`src/rtl/ex_muldiv_seq.sv`:
```
// rtl/ex_muldiv_seq.sv - iterative unsigned mul/div sequencer for the EX stage
// Optional MULDIV_DIV0_FAST_EN: DIVU/REMU by zero go straight from IDLE to DONE.
module ex_muldiv_seq #(
  parameter int XLEN = 32
) (
  input  logic            clk,
  input  logic            rst,
  input  logic            start_i,
  input  logic [1:0]      op_i,
  input  logic [XLEN-1:0] src1_i,
  input  logic [XLEN-1:0] src2_i,
  input  logic            flush_i,
  output logic            stall_req_o,
  output logic            busy_o,
  output logic            result_valid_o,
  output logic [XLEN-1:0] result_o
);

  localparam int CW = $clog2(XLEN + 1);
  localparam logic [CW-1:0] XLEN_C = CW'(XLEN);

`ifdef MULDIV_DIV0_FAST_EN
  localparam bit DIV0_FAST = 1'b1;
`else
  localparam bit DIV0_FAST = 1'b0;
`endif

  typedef enum logic [1:0] {
    S_IDLE,
    S_CALC,
    S_DONE
  } state_e;

  state_e          state_q, state_d;
  logic [1:0]      op_q, op_d;
  logic [XLEN-1:0] src1_q, src1_d;
  logic [XLEN-1:0] src2_q, src2_d;
  logic [XLEN:0]   hi_q, hi_d;
  logic [XLEN-1:0] lo_q, lo_d;
  logic [CW-1:0]   cnt_q, cnt_d;
  logic [XLEN-1:0] result_q, result_d;

  // Operand bits are picked by counter position, so the working register
  // can start cleared: multiplier LSB-first, dividend MSB-first.
  logic [CW-1:0]   mul_idx, div_idx;
  logic [XLEN-1:0] one_vec, mul_mask, div_mask;
  logic            mul_bit, div_bit;
  logic [XLEN:0]   mul_sum, div_shift, div_trial;
  logic            div_ge;

  assign one_vec   = {{(XLEN-1){1'b0}}, 1'b1};
  assign mul_idx   = XLEN_C - cnt_q;
  assign div_idx   = cnt_q - CW'(1);
  assign mul_mask  = one_vec << mul_idx;
  assign div_mask  = one_vec << div_idx;
  assign mul_bit   = |(src2_q & mul_mask);
  assign div_bit   = |(src1_q & div_mask);
  assign mul_sum   = hi_q + (mul_bit ? {1'b0, src1_q} : '0);
  assign div_shift = {hi_q[XLEN-1:0], div_bit};
  assign div_ge    = div_shift >= {1'b0, src2_q};
  assign div_trial = div_shift - {1'b0, src2_q};

  always_ff @(posedge clk or posedge rst) begin
    if (rst) begin
      state_q  <= S_IDLE;
      op_q     <= '0;
      src1_q   <= '0;
      src2_q   <= '0;
      hi_q     <= '0;
      lo_q     <= '0;
      cnt_q    <= '0;
      result_q <= '0;
    end else begin
      state_q  <= state_d;
      op_q     <= op_d;
      src1_q   <= src1_d;
      src2_q   <= src2_d;
      hi_q     <= hi_d;
      lo_q     <= lo_d;
      cnt_q    <= cnt_d;
      result_q <= result_d;
    end
  end

  always_comb begin
    state_d  = state_q;
    op_d     = op_q;
    src1_d   = src1_q;
    src2_d   = src2_q;
    hi_d     = hi_q;
    lo_d     = lo_q;
    cnt_d    = cnt_q;
    result_d = result_q;

    unique case (state_q)
      S_IDLE: begin
        if (start_i && !flush_i) begin
          op_d    = op_i;
          src1_d  = src1_i;
          src2_d  = src2_i;
          hi_d    = '0;
          lo_d    = '0;
          cnt_d   = XLEN_C;
          state_d = S_CALC;
          if (DIV0_FAST && op_i[1] && (src2_i == '0)) begin
            state_d  = S_DONE;
            result_d = op_i[0] ? src1_i : '1;
          end
        end
      end
      S_CALC: begin
        cnt_d = cnt_q - CW'(1);
        if (op_q[1]) begin
          hi_d = div_ge ? div_trial : div_shift;
          lo_d = {lo_q[XLEN-2:0], div_ge};
        end else begin
          hi_d = {1'b0, mul_sum[XLEN:1]};
          lo_d = {mul_sum[0], lo_q[XLEN-1:1]};
        end
        // Odd opcodes (MULHU, REMU) return the upper half.
        if (cnt_q == CW'(1)) begin
          state_d  = S_DONE;
          result_d = op_q[0] ? hi_d[XLEN-1:0] : lo_d;
        end
      end
      S_DONE: begin
        state_d = S_IDLE;
      end
      default: begin
        state_d = S_IDLE;
      end
    endcase

    if (flush_i) begin
      state_d  = S_IDLE;
      result_d = result_q;
    end
  end

  assign stall_req_o    = ((state_q == S_IDLE) && start_i && !flush_i) || (state_q == S_CALC);
  assign busy_o         = (state_q != S_IDLE);
  assign result_valid_o = (state_q == S_DONE);
  assign result_o       = result_q;

endmodule

```
`config.mk`:
```
export PLATFORM = sky130hd
export DESIGN_NAME = ex_muldiv_seq
export DESIGN_NICKNAME = d
export VERILOG_FILES = /design/src/rtl/ex_muldiv_seq.sv
export SDC_FILE = /design/constraint.sdc
export NUM_CORES = 1
export LEC_CHECK = 0
export BUFFER_PORTS_ARGS = -buffer_cell sky130_fd_sc_hd__buf_2
export CAP_MARGIN = 10
export CORE_ASPECT_RATIO = 0.8
export CORE_MARGIN = 5
export CORE_UTILIZATION = 50
export CTS_CLUSTER_DIAMETER = 80
export DETAILED_ROUTE_END_ITERATION = 8
export GPL_ROUTABILITY_DRIVEN = 0
export MAX_ROUTING_LAYER = met4
export PLACE_DENSITY = 0.69
export SLEW_MARGIN = 20
export SYNTH_ARGS = -nofsm -noshare
export SYNTH_HDL_FRONTEND = slang
export SYNTH_SLANG_ARGS = --single-unit
export TNS_END_PERCENT = 50
```
`constraint.sdc`:
```
create_clock -name clk -period 5.95 [get_ports clk]
set_input_delay 0.2975 -clock clk [delete_from_list [all_inputs] [get_ports clk]]
set_output_delay 0.2975 -clock clk [all_outputs]
set_load 0.005 [all_outputs]
```
-- Word level (Yosys, flattened, before mapping)
Index checks and enable logic that the tools add are counted.
- input bits: 70
- word-level logic and storage cells: 53
- register bits: 171
- order comparisons: 1
- shift operators: 2
- equality and inequality tests: 6
- reduce and logical (&&, ||, !) cells: 14
- bitwise gates (word level): 3
- $add $sub $neg: 4
- mux-type cells: 15
- operators by type and width (kind ; number):
    2-to-1 mux 32 bit ; 4
    2-to-1 mux 33 bit ; 3
    case mux 33 bit (2 select lines) ; 1
    AND 32 bit ; 2
    case mux 32 bit (2 select lines) ; 1
    OR reduction 32 bit ; 2
    << shifter 1 x 6 -> 32 bit, first input constant ; 2
    adder 33 x 32 -> 33 bit ; 1
    >= comparator 33 x 32 -> 1 bit ; 1
    subtractor 33 x 32 -> 33 bit ; 1
    case mux 6 bit (2 select lines) ; 1
    equality test 6 x 1 -> 1 bit, second input constant ; 1
    2-to-1 mux 2 bit ; 3
    2-to-1 mux 6 bit ; 1
    inequality test 3 bit, second input constant ; 2
    AND reduction 2 bit ; 3
    subtractor 6 x 1 -> 6 bit, second input constant ; 1
    subtractor 6 bit, first input constant ; 1
    case mux 2 bit (2 select lines) ; 1
    nonzero test 2 bit ; 2
    logical AND 1 bit ; 3
    AND reduction 3 bit ; 1
    equality test 2 x 1 -> 1 bit, second input constant ; 1
    equality test 2 bit, second input constant ; 1
    other kinds (5) ; 5

-- Logic depth before layout (Yosys ltp)
Gate-level depths: netlist of run 1.
- word-level depth: 8
- depth in mapped cells: 24
- gate-level depth less buffers: 23

-- Worst setup path after synthesis of run 1
OpenSTA, ideal clock, no wires.
- path type: reg2reg
- start: register cnt_q[2]
- end: register result_q[28], in the netlist result_o[28]
- slack: 0.706 ns
- library setup time: 0.126 ns
- buffers on the path: 2
- stages on the path, launching flop included: 24
- required time: 5.824 ns
- arrival time: 5.118 ns
- cell sequence: dfrtp_1 -> clkbuf_1 -> or3_1 -> xnor2_1 -> nor2_1 -> nand2_1 -> a2bb2o_1 -> a221oi_1 -> o211ai_1 -> a221oi_1 -> nand2_1 -> clkbuf_1 -> and2_1 -> ha_1 -> and2_1 -> a311o_1 -> o22ai_1 -> o41a_1 -> o31a_1 -> o32ai_1 -> a31o_2 -> a21oi_1 -> mux2_2 -> a221o_1
- cells in the longest elaborated chain, start to end: 8
- elaborated cells between the ends (all ways): 17
- classes of those cells: add/sub (4); order compare (1); eq/ne (1); shift (2); mux (4); bitwise (2); reduce/logical (3)
- ends and longest elaborated chain (what ; line ; source):
    start, declared ; 40 ; logic [CW-1:0] cnt_q, cnt_d;
    start signal, assigned ; 80 ; cnt_q <= cnt_d;
    subtractor 6 bit / subtractor 6 x 1 -> 6 bit (equally long branches) ; 52, 53 ;
    << shifter 1 x 6 -> 32 bit, on equally long branches ; 54, 55 ;
    AND 32 bit, on equally long branches ; 56, 57 ;
    OR reduction 32 bit, on equally long branches ; 56, 57 ;
    2-to-1 mux 32 bit, or another cell as far along ; 58 ; assign mul_sum = hi_q + (mul_bit ? {1'b0, src1_q} : '0);
    adder 33 x 32 -> 33 bit / 2-to-1 mux 33 bit (equally long branches) ; 58, 114 ;
    2-to-1 mux 33 bit ; 113 ; if (op_q[1]) begin
    2-to-1 mux 32 bit ; 123 ; result_d = op_q[0] ? hi_d[XLEN-1:0] : lo_d;
    end signal, assigned ; 81 ; result_q <= result_d;
    end, declared ; 41 ; logic [XLEN-1:0] result_q, result_d;
Several ways; a longest one is shown, not always the timed one.
A chain may end at the register's enable or synchronous reset.

-- Worst setup path after layout of run 1
- start: register cnt_q[0]
- end: register hi_q[32]
- cells in the longest elaborated chain, start to end: 8
- elaborated cells between the ends (all ways): 9
- classes of those cells: add/sub (2); order compare (1); shift (1); mux (3); bitwise (1); reduce/logical (1)
- ends and longest elaborated chain (what ; line ; source):
    subtractor 6 x 1 -> 6 bit * ; 53 ; assign div_idx = cnt_q - CW'(1);
    << shifter 1 x 6 -> 32 bit * ; 55 ; assign div_mask = one_vec << div_idx;
    AND 32 bit * ; 57 ; assign div_bit = |(src1_q & div_mask);
    OR reduction 32 bit * ; 57 ;
    subtractor 33 x 32 -> 33 bit / >= comparator 33 x 32 -> 1 bit (equally long branches) ; 61, 60 ;
    2-to-1 mux 33 bit * ; 114 ; hi_d = div_ge ? div_trial : div_shift;
    2-to-1 mux 33 bit * ; 113 ;
    case mux 33 bit (2 select lines) * ; 95 ; unique case (state_q)
    end signal, assigned ; 78 ; hi_q <= hi_d;
    end, declared ; 38 ; logic [XLEN:0] hi_q, hi_d;
Mark *: on every way between the ends. The rest lies on a longest branch, timed or not.

==> metrics.csv, run 1 <==
metric,value,unit
status,"finished, final reports clean",
yosys_warnings,0,
clock_skew,0.01378,ns
port_buffers,104,
cts.sinks,171,
drive_above_1_share,0.1374,
dp_hpwl,29.36,mm
clk_transition_reported_paths,0.08,ns
via_per_inst,6.227,
cts_buffer_depth,2,
cp.arrival,6.08,ns
clock.fmax,173.7,MHz
rrSetupSlack,0.19,ns
reg2reg_depth,20,
htreeDepth,4,
leakage,6.513,nW
dr.pass1.iters,7,
power_frac_comb,0.601,
yosysUniqueCellTypes,74,
grt_first_pass_wirelength,61.24,mm
gr-usage-all-layers,0.2906,
yosysSeqAreaShare,0.3464,
timing.final.hold_violations,0,
grt_max_degree,98,
ys_ff_latch,171,
switching_power,0.003898,W
cts_inserted_buffers,17,
fin_util,0.5694,
placed_cell_area,13130,µm²
ir_drop,374.4,µV
yosys-top-cells-area,"dfrtp_1, nand2_1, ha_1, o21ai_0, a21oi_1",
dieArea,27970,µm²
vias,11870,
crit_start,cnt_q[0],
final-max-slew-violation-count,0,
crit_end,hi_q[32],
max_slew.worst_pin.slew,0.9235,ns
synth_top_area_frac,0.3464,
required,6.28,ns
die_h,150.6,µm
antenna_found_initial,2,
setup_viol,0,
powerDensity,571.5,nW/µm²
max_slew_margin,0.3843,
clock_latency,0.45,ns
p_sw_frac,0.4927,
syn-cell-area,12350,µm²
design_area,13840,µm²
syn_nets,1652,
final_cells,1906,
critical_path.max_fanout,9,
async_flop_share,1.000,
wl,39.66,mm
synth_top_cell_by_area,dfrtp_1,
drcViolationCount,0,
dp.cells,1871,
cts_root_buf,clkbuf_16,
end_kind,flip-flop,
num_rows,51,
grt_pass1_vias,11160,
reg2reg_from,cnt_q[0],
synth_cells,1510,
mostFrequentLayoutCell,nand2_1,
r2r_end,hi_q[32],
min_period,5.757,ns
drtIter0Drc,1397,
fin_crit_sh,0.9676,
initial_core_util,0.5081,
worstSetupPathType,flip-flop to flip-flop,
synth-main-ff-cell,dfrtp_1,
wl_per_cell,20.81,µm
hold_path_class,input pin to flip-flop,
maxCapViolCount,0,
seq_power_share,0.249,
die_w,185.7,µm
mostFrequentLayoutCells,"nand2_1, dfrtp_1, o21ai_0",
antenna_left,0,
avgSynthCellArea,8.180,µm²
core_region_area,24310,µm²
cts_tree,yes,
fin_nets,1716,
io_pins,105,
syn_to_final_growth,12.07,%
synth_edf_count,0,
clkPwrFrac,0.150,
cp-start-kind,flip-flop,
intPower,0.004014,W
grt-ovfl-total,0,
through the flow:
step           total power, W  TNS [ns]  hold WS, ns  setup WS [ns]
2_1_floorplan        0.005211         0       0.3974         0.7056
3_3_place_gp         0.006469         0       0.3883         0.2627
3_5_place_dp         0.006547         0       0.3844        0.07126
4_1_cts              0.007768         0      0.01981       0.003718
5_1_grt              0.008454  -0.08453      0.02823       -0.06196
6_report             0.007911         0      0.03096         0.1928
per-layer routing:
layer,track usage,vias to the layer above,share of wire
li1,-,5561,-
met1,0.4018,5653,0.44
met2,0.4281,555,0.44
met3,0.05362,99,0.087
met4,0.1071,0,0.033
met5,-,-,0
cell type report:
class                   instances  area (µm²)
flip-flops and latches        171        4283
clock buffers                  18       439.2
multi-input cells            1191        7560
diodes                          1       2.502
clock inverters                14       177.7
inverters                      61       234.0
repair buffers                132       749.5
fillers                      2274       10470
well taps                     318       397.9
sequential cells by signal (all words and copies together), names as in the netlist:
name	cells
result_o	32
op_q	2
state_q	2
src2_q	32
cnt_q	6
src1_q	32
lo_q	32
hi_q	33
how the worst min path moves through the flow:
| stage | endpoint | cells after the start | slack [ns] | start |
|---|---|---|---|---|
| global placement | src2_q[25] | 2 | 0.39 | rst |
| finish | src1_q[18] | 3 | 0.03 | src1_i[18] |
| floorplan | state_q[0] | 1 | 0.40 | flush_i |
| detailed placement | src2_q[25] | 2 | 0.38 | rst |
| global route | src1_q[11] | 3 | 0.03 | src1_i[11] |
| CTS | src1_q[11] | 3 | 0.02 | src1_i[11] |
synthesized netlist by cell type, types with 6 or more instances:
master	n
a211oi_1	15
a21o_1	38
a21oi_1	96
a221oi_1	7
a22o_1	8
a22oi_1	12
a31o_2	6
a31oi_1	19
a32oi_1	8
and2_1	37
and3_1	12
buf_1	11
clkbuf_1	69
dfrtp_1	171
ha_1	70
inv_1	61
mux2_2	20
mux2i_1	39
nand2_1	254
nand2b_1	10
nand3_1	62
nand4_1	6
nor2_1	66
nor2b_1	18
nor3_1	28
o211ai_1	14
o21a_1	7
o21ai_0	165
o21bai_1	6
o221ai_1	8
o22ai_1	9
o31ai_1	11
or3_1	7
xnor2_1	42
xor2_1	17
logic make-up after synthesis:
logic type	Yosys count	share of synthesized area
compound gates	478	0.2470
xor+xnor	59	0.04184
fa+ha+maj	72	0.07415
buf+inv	148	0.04832
flops	171	0.3464
mux	59	0.04984
simple gates	523	0.1925
power groups by stage:
stage / Combinational (W) / Clock [W] / Sequential, W
after global placement: 0.00450 / 0 / 0.00196
final: 0.00476 / 0.00119 / 0.00197
after CTS: 0.00461 / 0.00120 / 0.00195
after floorplan: 0.00348 / 0 / 0.00173
after global routing: 0.00520 / 0.00125 / 0.00200
after detailed placement: 0.00458 / 0 / 0.00197
critical path, stage by stage (launching register included):
cell and delay [ns]:
dfrtp_1 0.49, inv_1 0.16, ha_1 0.37, nor2b_2 0.33, nor2_2 0.15, a221oi_1 0.36
nor2_1 0.11, a32o_1 0.28, nor4_2 0.47, ha_1 0.28, fa_1 0.21, nor2b_1 0.07
o311ai_0 0.42, a31oi_1 0.32, o211ai_1 0.28, o211ai_1 0.19, a311oi_2 0.37, o21ai_0 0.14
a211oi_1 0.29, xor2_1 0.10, a32o_1 0.27
what timing repair did:
| action | CTS | global route |
|---|---|---|
| buffers inserted | 0 | 1 |
| gates resized for setup | 0 | 19 |
| hold buffers | 1 | 0 |
| endpoints found under the hold margin | 53 | 0 |
| endpoints found under the setup margin | 0 | 51 |
Note: power is estimated with default switching activity, not from simulation.
==> run 2: changes to the inputs <==
--- a/config.mk
+++ b/config.mk
@@ -14,7 +14,8 @@
 export DETAILED_ROUTE_END_ITERATION = 8
 export GPL_ROUTABILITY_DRIVEN = 0
 export MAX_ROUTING_LAYER = met4
-export PLACE_DENSITY = 0.69
+export PLACE_DENSITY_LB_ADDON = 0.2
+export REMOVE_ABC_BUFFERS = 1
 export SLEW_MARGIN = 20
 export SYNTH_ARGS = -nofsm -noshare
 export SYNTH_HDL_FRONTEND = slang
==> metrics.csv, run 2 (same netlist as run 1, synthesis figures left out) <==
metric,value,unit,change
status,"finished, final reports clean",,unchanged
rrSetupSlack,0.27,ns,was 0.19 ns
hold_path_class,input pin to flip-flop,,unchanged
syn_to_final_growth,12.16,%,was 12.07%
worstSetupPathType,flip-flop to flip-flop,,unchanged
dieArea,27970,µm²,unchanged
antenna_found_initial,0,,was 2
vias,11730,,was 11870
clk_transition_reported_paths,0.08,ns,about the same
placed_cell_area,13150,µm²,was 13130 µm²
wl,39.55,mm,was 39.66 mm
design_area,13850,µm²,was 13840 µm²
fin_nets,1716,,unchanged
critical_path.max_fanout,35,,was 9
clock.fmax,176.1,MHz,was 173.7 MHz
maxCapViolCount,0,,unchanged
fin_crit_sh,0.9541,,was 0.9676
worstHoldEndpoint,src1_q[12],,was src1_q[18]
required,6.24,ns,was 6.28 ns
antennaDiodeCount,0,,was 1
dp_hpwl,29.09,mm,was 29.36 mm
worstHoldStart,src1_i[12],,was src1_i[18]
grt_max_degree,106,,was 98
via_per_inst,6.159,,was 6.227
grt-ovfl-total,0,,unchanged
fillers,2242,,was 2274
timing.final.hold_violations,0,,unchanged
cts_buffer_depth,2,,unchanged
drcViolationCount,0,,unchanged
cts.sinks,171,,unchanged
fin_util,0.5698,,was 0.5694
reg2reg_from,cnt_q[0],,unchanged
setup_viol,0,,unchanged
wl_per_cell,20.77,µm,was 20.81 µm
htreeDepth,4,,unchanged
fin_tns_setup,0,ns,unchanged
drive_above_1_share,0.1381,,was 0.1374
ir_drop,487.6,µV,was 374.4 µV
final-max-slew-violation-count,0,,unchanged
mostFrequentLayoutCells,"nand2_1, dfrtp_1, o21ai_0",,unchanged
multi_input_area,7572,µm²,was 7560 µm²
regArea,4283,µm²,unchanged
cts_inserted_buffers,17,,unchanged
dpl_worst_slack,0.1475,ns,was 0.07126 ns
max_slew.worst_pin.slew,1.025,ns,was 0.9235 ns
leakage,6.501,nW,was 6.513 nW
cts_root_buf,clkbuf_16,,unchanged
max_slew_margin,0.3168,,was 0.3843
regMostFlops,hi_q,,unchanged
clock_skew,0.01970,ns,was 0.01378 ns
die_h,150.6,µm,unchanged
port_buffers,104,,unchanged
mostFrequentLayoutCell,nand2_1,,unchanged
r2r_end,hi_q[24],,was hi_q[32]
core_region_area,24310,µm²,unchanged
end_kind,flip-flop,,unchanged
finalPower,0.007962,W,was 0.007911 W
antenna_left,0,,unchanged
cts_tree,yes,,unchanged
largest_reg_flops,33,,unchanged
gr-usage-all-layers,0.2913,,was 0.2906
die_w,185.7,µm,unchanged
cp.arrival,5.97,ns,was 6.08 ns
dr.pass1.iters,6,,was 7
num_rows,51,,unchanged
worst_slack,0.2728,ns,was 0.1928 ns
initial_core_util,0.5081,,unchanged
cp-start-kind,flip-flop,,unchanged
io_pins,105,,unchanged
drtIter0Drc,1161,,was 1397
min_period,5.677,ns,was 5.757 ns
powerDensity,574.7,nW/µm²,was 571.5 nW/µm²
hold_depth,3,,unchanged
clock_latency,0.46,ns,was 0.45 ns
grt_first_pass_wirelength,61.53,mm,was 61.24 mm
grt_pass1_vias,11080,,was 11160
reg2reg_depth,20,,unchanged
## run 2: metal layers
layer / wire, µm / GRT usage / vias to the layer above
li1: - / - / 5556
met1: 17650 / 0.3987 / 5580
met2: 17260 / 0.4356 / 507
met3: 3542 / 0.06812 / 84
met4: 1098 / 0.08194 / 0
met5: 0 / - / -
## run 2: metrics by stage
stage	cells	hold WS [ns]
after floorplan	1423	0.3974
final	1904	0.03603
after detailed placement	1872	0.4685
after CTS	1903	0.02646
after global routing	1904	0.03533
after global placement	1872	0.4662
## run 2: how the worst max path moves through the flow
| stage | cells after the start | start | end | slack [ns] |
|---|---|---|---|---|
| floorplan | 6 | state_q[1] | cnt_q[4] | -2.26 |
| global placement | 21 | cnt_q[0] | hi_q[32] | 0.29 |
| detailed placement | 22 | cnt_q[0] | result_o[29] | 0.15 |
| CTS | 22 | cnt_q[0] | result_o[29] | 0.11 |
| global route | 24 | cnt_q[0] | hi_q[25] | -0.002 |
| finish | 20 | cnt_q[0] | hi_q[24] | 0.27 |
## run 2: where the power goes
group,internal (W),switching (W),total (W)
clock network,0.000668,0.000523,0.00119
registers,0.00150,0.000462,0.00196
logic,0.00189,0.00292,0.00481
## run 2: critical path: stages (launching register included)
cell and delay [ns]:
dfrtp_1 0.46, inv_1 0.14, ha_1 0.35, nor2b_2 0.34
a22o_1 0.40, a222oi_1 0.17, o2111ai_1 0.26, nor4_2 0.11
buf_4 0.17, ha_1 0.20, nor2b_1 0.23, o2111ai_1 0.18
a21o_1 0.25, a311oi_2 0.49, o211ai_2 0.19, a2111oi_4 0.45
or2_1 0.23, buf_12 0.23, mux2_2 0.36, mux2i_1 0.19
o21ai_0 0.10
## run 2: layout make-up
class | instances | share of cell area
Timing Repair Buffer | 132 | 0.05455
Inverter | 61 | 0.01689
Multi-Input combinational cell | 1191 | 0.5466
Clock buffer | 17 | 0.03071
Tap cell | 318 | 0.02872
Clock inverter | 14 | 0.01337
Sequential cell | 171 | 0.3092
## run 2: what timing repair did
| action | in CTS | in global routing |
|---|---|---|
| hold buffers | 0 | 0 |
| gates resized for setup | 0 | 20 |
| setup endpoints to repair | 0 | 57 |
| setup buffers | 0 | 1 |
==> run 3: changes to the inputs <==
--- a/config.mk
+++ b/config.mk
@@ -7,9 +7,11 @@
 export LEC_CHECK = 0
 export BUFFER_PORTS_ARGS = -buffer_cell sky130_fd_sc_hd__buf_2
 export CAP_MARGIN = 10
+export CELL_PAD_IN_SITES_DETAIL_PLACEMENT = 1
+export CELL_PAD_IN_SITES_GLOBAL_PLACEMENT = 1
 export CORE_ASPECT_RATIO = 0.8
 export CORE_MARGIN = 5
-export CORE_UTILIZATION = 50
+export CORE_UTILIZATION = 46
 export CTS_CLUSTER_DIAMETER = 80
 export DETAILED_ROUTE_END_ITERATION = 8
 export GPL_ROUTABILITY_DRIVEN = 0
==> metrics.csv, run 3 (same netlist as run 1, synthesis figures left out) <==
metric,value,unit,change
wl,46.28,mm,was 39.55 mm
cts.sinks,171,,unchanged
dp.cells,1922,,was 1872
io_pins,105,,unchanged
vias,12190,,was 11730
dr.pass1.iters,8,,was 6
syn_to_final_growth,13.23,%,was 12.16%
clock.fmax,174.7,MHz,was 176.1 MHz
fillers,3223,,was 2242
leakage,6.565,nW,was 6.501 nW
end_kind,flip-flop,,unchanged
mostFrequentLayoutCells,"nand2_1, dfrtp_1, o21ai_0",,unchanged
cp.arrival,6.05,ns,was 5.97 ns
grt_first_pass_wirelength,71.69,mm,was 61.53 mm
drtIter0Drc,1038,,was 1161
largest_reg_flops,33,,unchanged
powerDensity,587.2,nW/µm²,was 574.7 nW/µm²
fin_tns_setup,0,ns,unchanged
required,6.28,ns,was 6.24 ns
core_region_area,26390,µm²,was 24310 µm²
mostFrequentLayoutCell,nand2_1,,unchanged
cp-start-kind,flip-flop,,unchanged
grt_max_degree,106,,unchanged
num_rows,53,,was 51
dp_hpwl,34.14,mm,was 29.09 mm
regMostFlops,hi_q,,unchanged
grt-ovfl-total,0,,unchanged
worstSetupPathType,flip-flop to flip-flop,,unchanged
gr-usage-all-layers,0.3096,,was 0.2913
fin_crit_sh,0.9623,,was 0.9541
cts_buffer_depth,2,,unchanged
die_h,156.6,µm,was 150.6 µm
dieArea,30250,µm²,was 27970 µm²
regArea,4283,µm²,unchanged
placed_cell_area,13280,µm²,was 13150 µm²
critical_path.max_fanout,25,,was 35
ir_drop,300.5,µV,was 487.6 µV
drcViolationCount,0,,unchanged
port_buffers,104,,unchanged
multi_input_area,7567,µm²,was 7572 µm²
clock_skew,0.01226,ns,was 0.01970 ns
max_slew.worst_pin.slew,1.021,ns,was 1.025 ns
final-max-slew-violation-count,0,,unchanged
clk_transition_reported_paths,0.08,ns,about the same
via_per_inst,6.223,,was 6.159
cts_inserted_buffers,17,,unchanged
max_slew_margin,0.3192,,was 0.3168
cts_root_buf,clkbuf_16,,unchanged
setup_viol,0,,unchanged
initial_core_util,0.4680,,was 0.5081
antenna_left,0,,unchanged
htreeDepth,4,,unchanged
wl_per_cell,23.62,µm,was 20.77 µm
cts_tree,yes,,unchanged
drive_above_1_share,0.1449,,was 0.1381
status,"finished, final reports clean",,unchanged
timing.final.hold_violations,0,,unchanged
finalPower,0.008212,W,was 0.007962 W
hold_path_class,input pin to flip-flop,,unchanged
fin_nets,1730,,was 1716
antenna_found_initial,0,,unchanged
die_w,193.2,µm,was 185.7 µm
design_area,13990,µm²,was 13850 µm²
clock_latency,0.45,ns,was 0.46 ns
min_period,5.726,ns,was 5.677 ns
maxCapViolCount,0,,unchanged
grt_pass1_vias,12510,,was 11080
final_cells,1959,,was 1904
## run 3: worst max-delay path: stages, from the launching register on
cell,delay [ns]
dfrtp_1,0.48
or3_4,0.46
xnor2_2,0.22
nor2_1,0.09
nand2_1,0.13
a2bb2o_1,0.30
a221oi_1,0.22
o211ai_1,0.14
a221oi_1,0.31
nand2_1,0.08
buf_4,0.18
buf_4,0.21
and2_1,0.18
ha_1,0.38
nand4_1,0.21
o41a_1,0.46
o31a_1,0.38
o32ai_2,0.33
a31o_2,0.15
a21oi_1,0.07
mux2_2,0.28
a221o_1,0.36
## run 3: worst paths after layout
kind,startpoint,to,slack (ns),cells after the start
worst max-delay path,cnt_q[0],result_o[28],0.22,21
worst min-delay path,src1_i[18],src1_q[18],0.03,3
worst max register to register,cnt_q[0],result_o[28],0.22,21
worst min register to register,result_o[10],result_o[10],0.47,1
max in group asynchronous,rst,lo_q[7],4.10,4
min in group asynchronous,rst,src1_q[14],0.48,3
## run 3: layout make-up
type                       instances  area share
clock inverter                    12    0.008052
multi-input combinational       1191      0.5411
inverter                          61     0.01673
sequential                       171      0.3062
clock buffer                      20     0.03265
timing repair buffer             146     0.06316
tap                              357     0.03194
antenna                            1   0.0001789
## run 3: repair_timing
action | CTS | global route
cloned | 0 | 0
buffers inserted | 0 | 2
pin swaps | 0 | 3
setup endpoints to repair | 6 | 51
hold buffers | 1 | 0
resized for setup | 3 | 16
hold endpoints to repair | 62 | 0
## run 3: routing by layer
metal / GRT usage / share of wire / vias to the layer above
li1: - / - / 5580
met1: 0.4094 / 0.44 / 6072
met2: 0.4883 / 0.45 / 443
met3: 0.06048 / 0.070 / 96
met4: 0.09100 / 0.031 / 0
met5: - / 0 / -
## run 3: per-stage QoR
stage	util	hold WS, ns	setup WS (ns)
6_report	0.5299	0.02501	0.2244
5_1_grt	0.5298	0.03860	-0.03134
4_1_cts	0.5256	0.02384	0.03493
3_5_place_dp	0.5032	0.4282	0.01171
3_3_place_gp	0.5032	0.4166	0.2284
2_1_floorplan	-	0.3974	-2.261
## run 3: where the power goes
group / total [W] / switching, W / leakage (nW) / internal, W
Sequential: 0.00199 / 0.000487 / 2.22 / 0.00150
Clock: 0.00113 / 0.000528 / 0.266 / 0.000603
Combinational: 0.00509 / 0.00312 / 4.07 / 0.00197
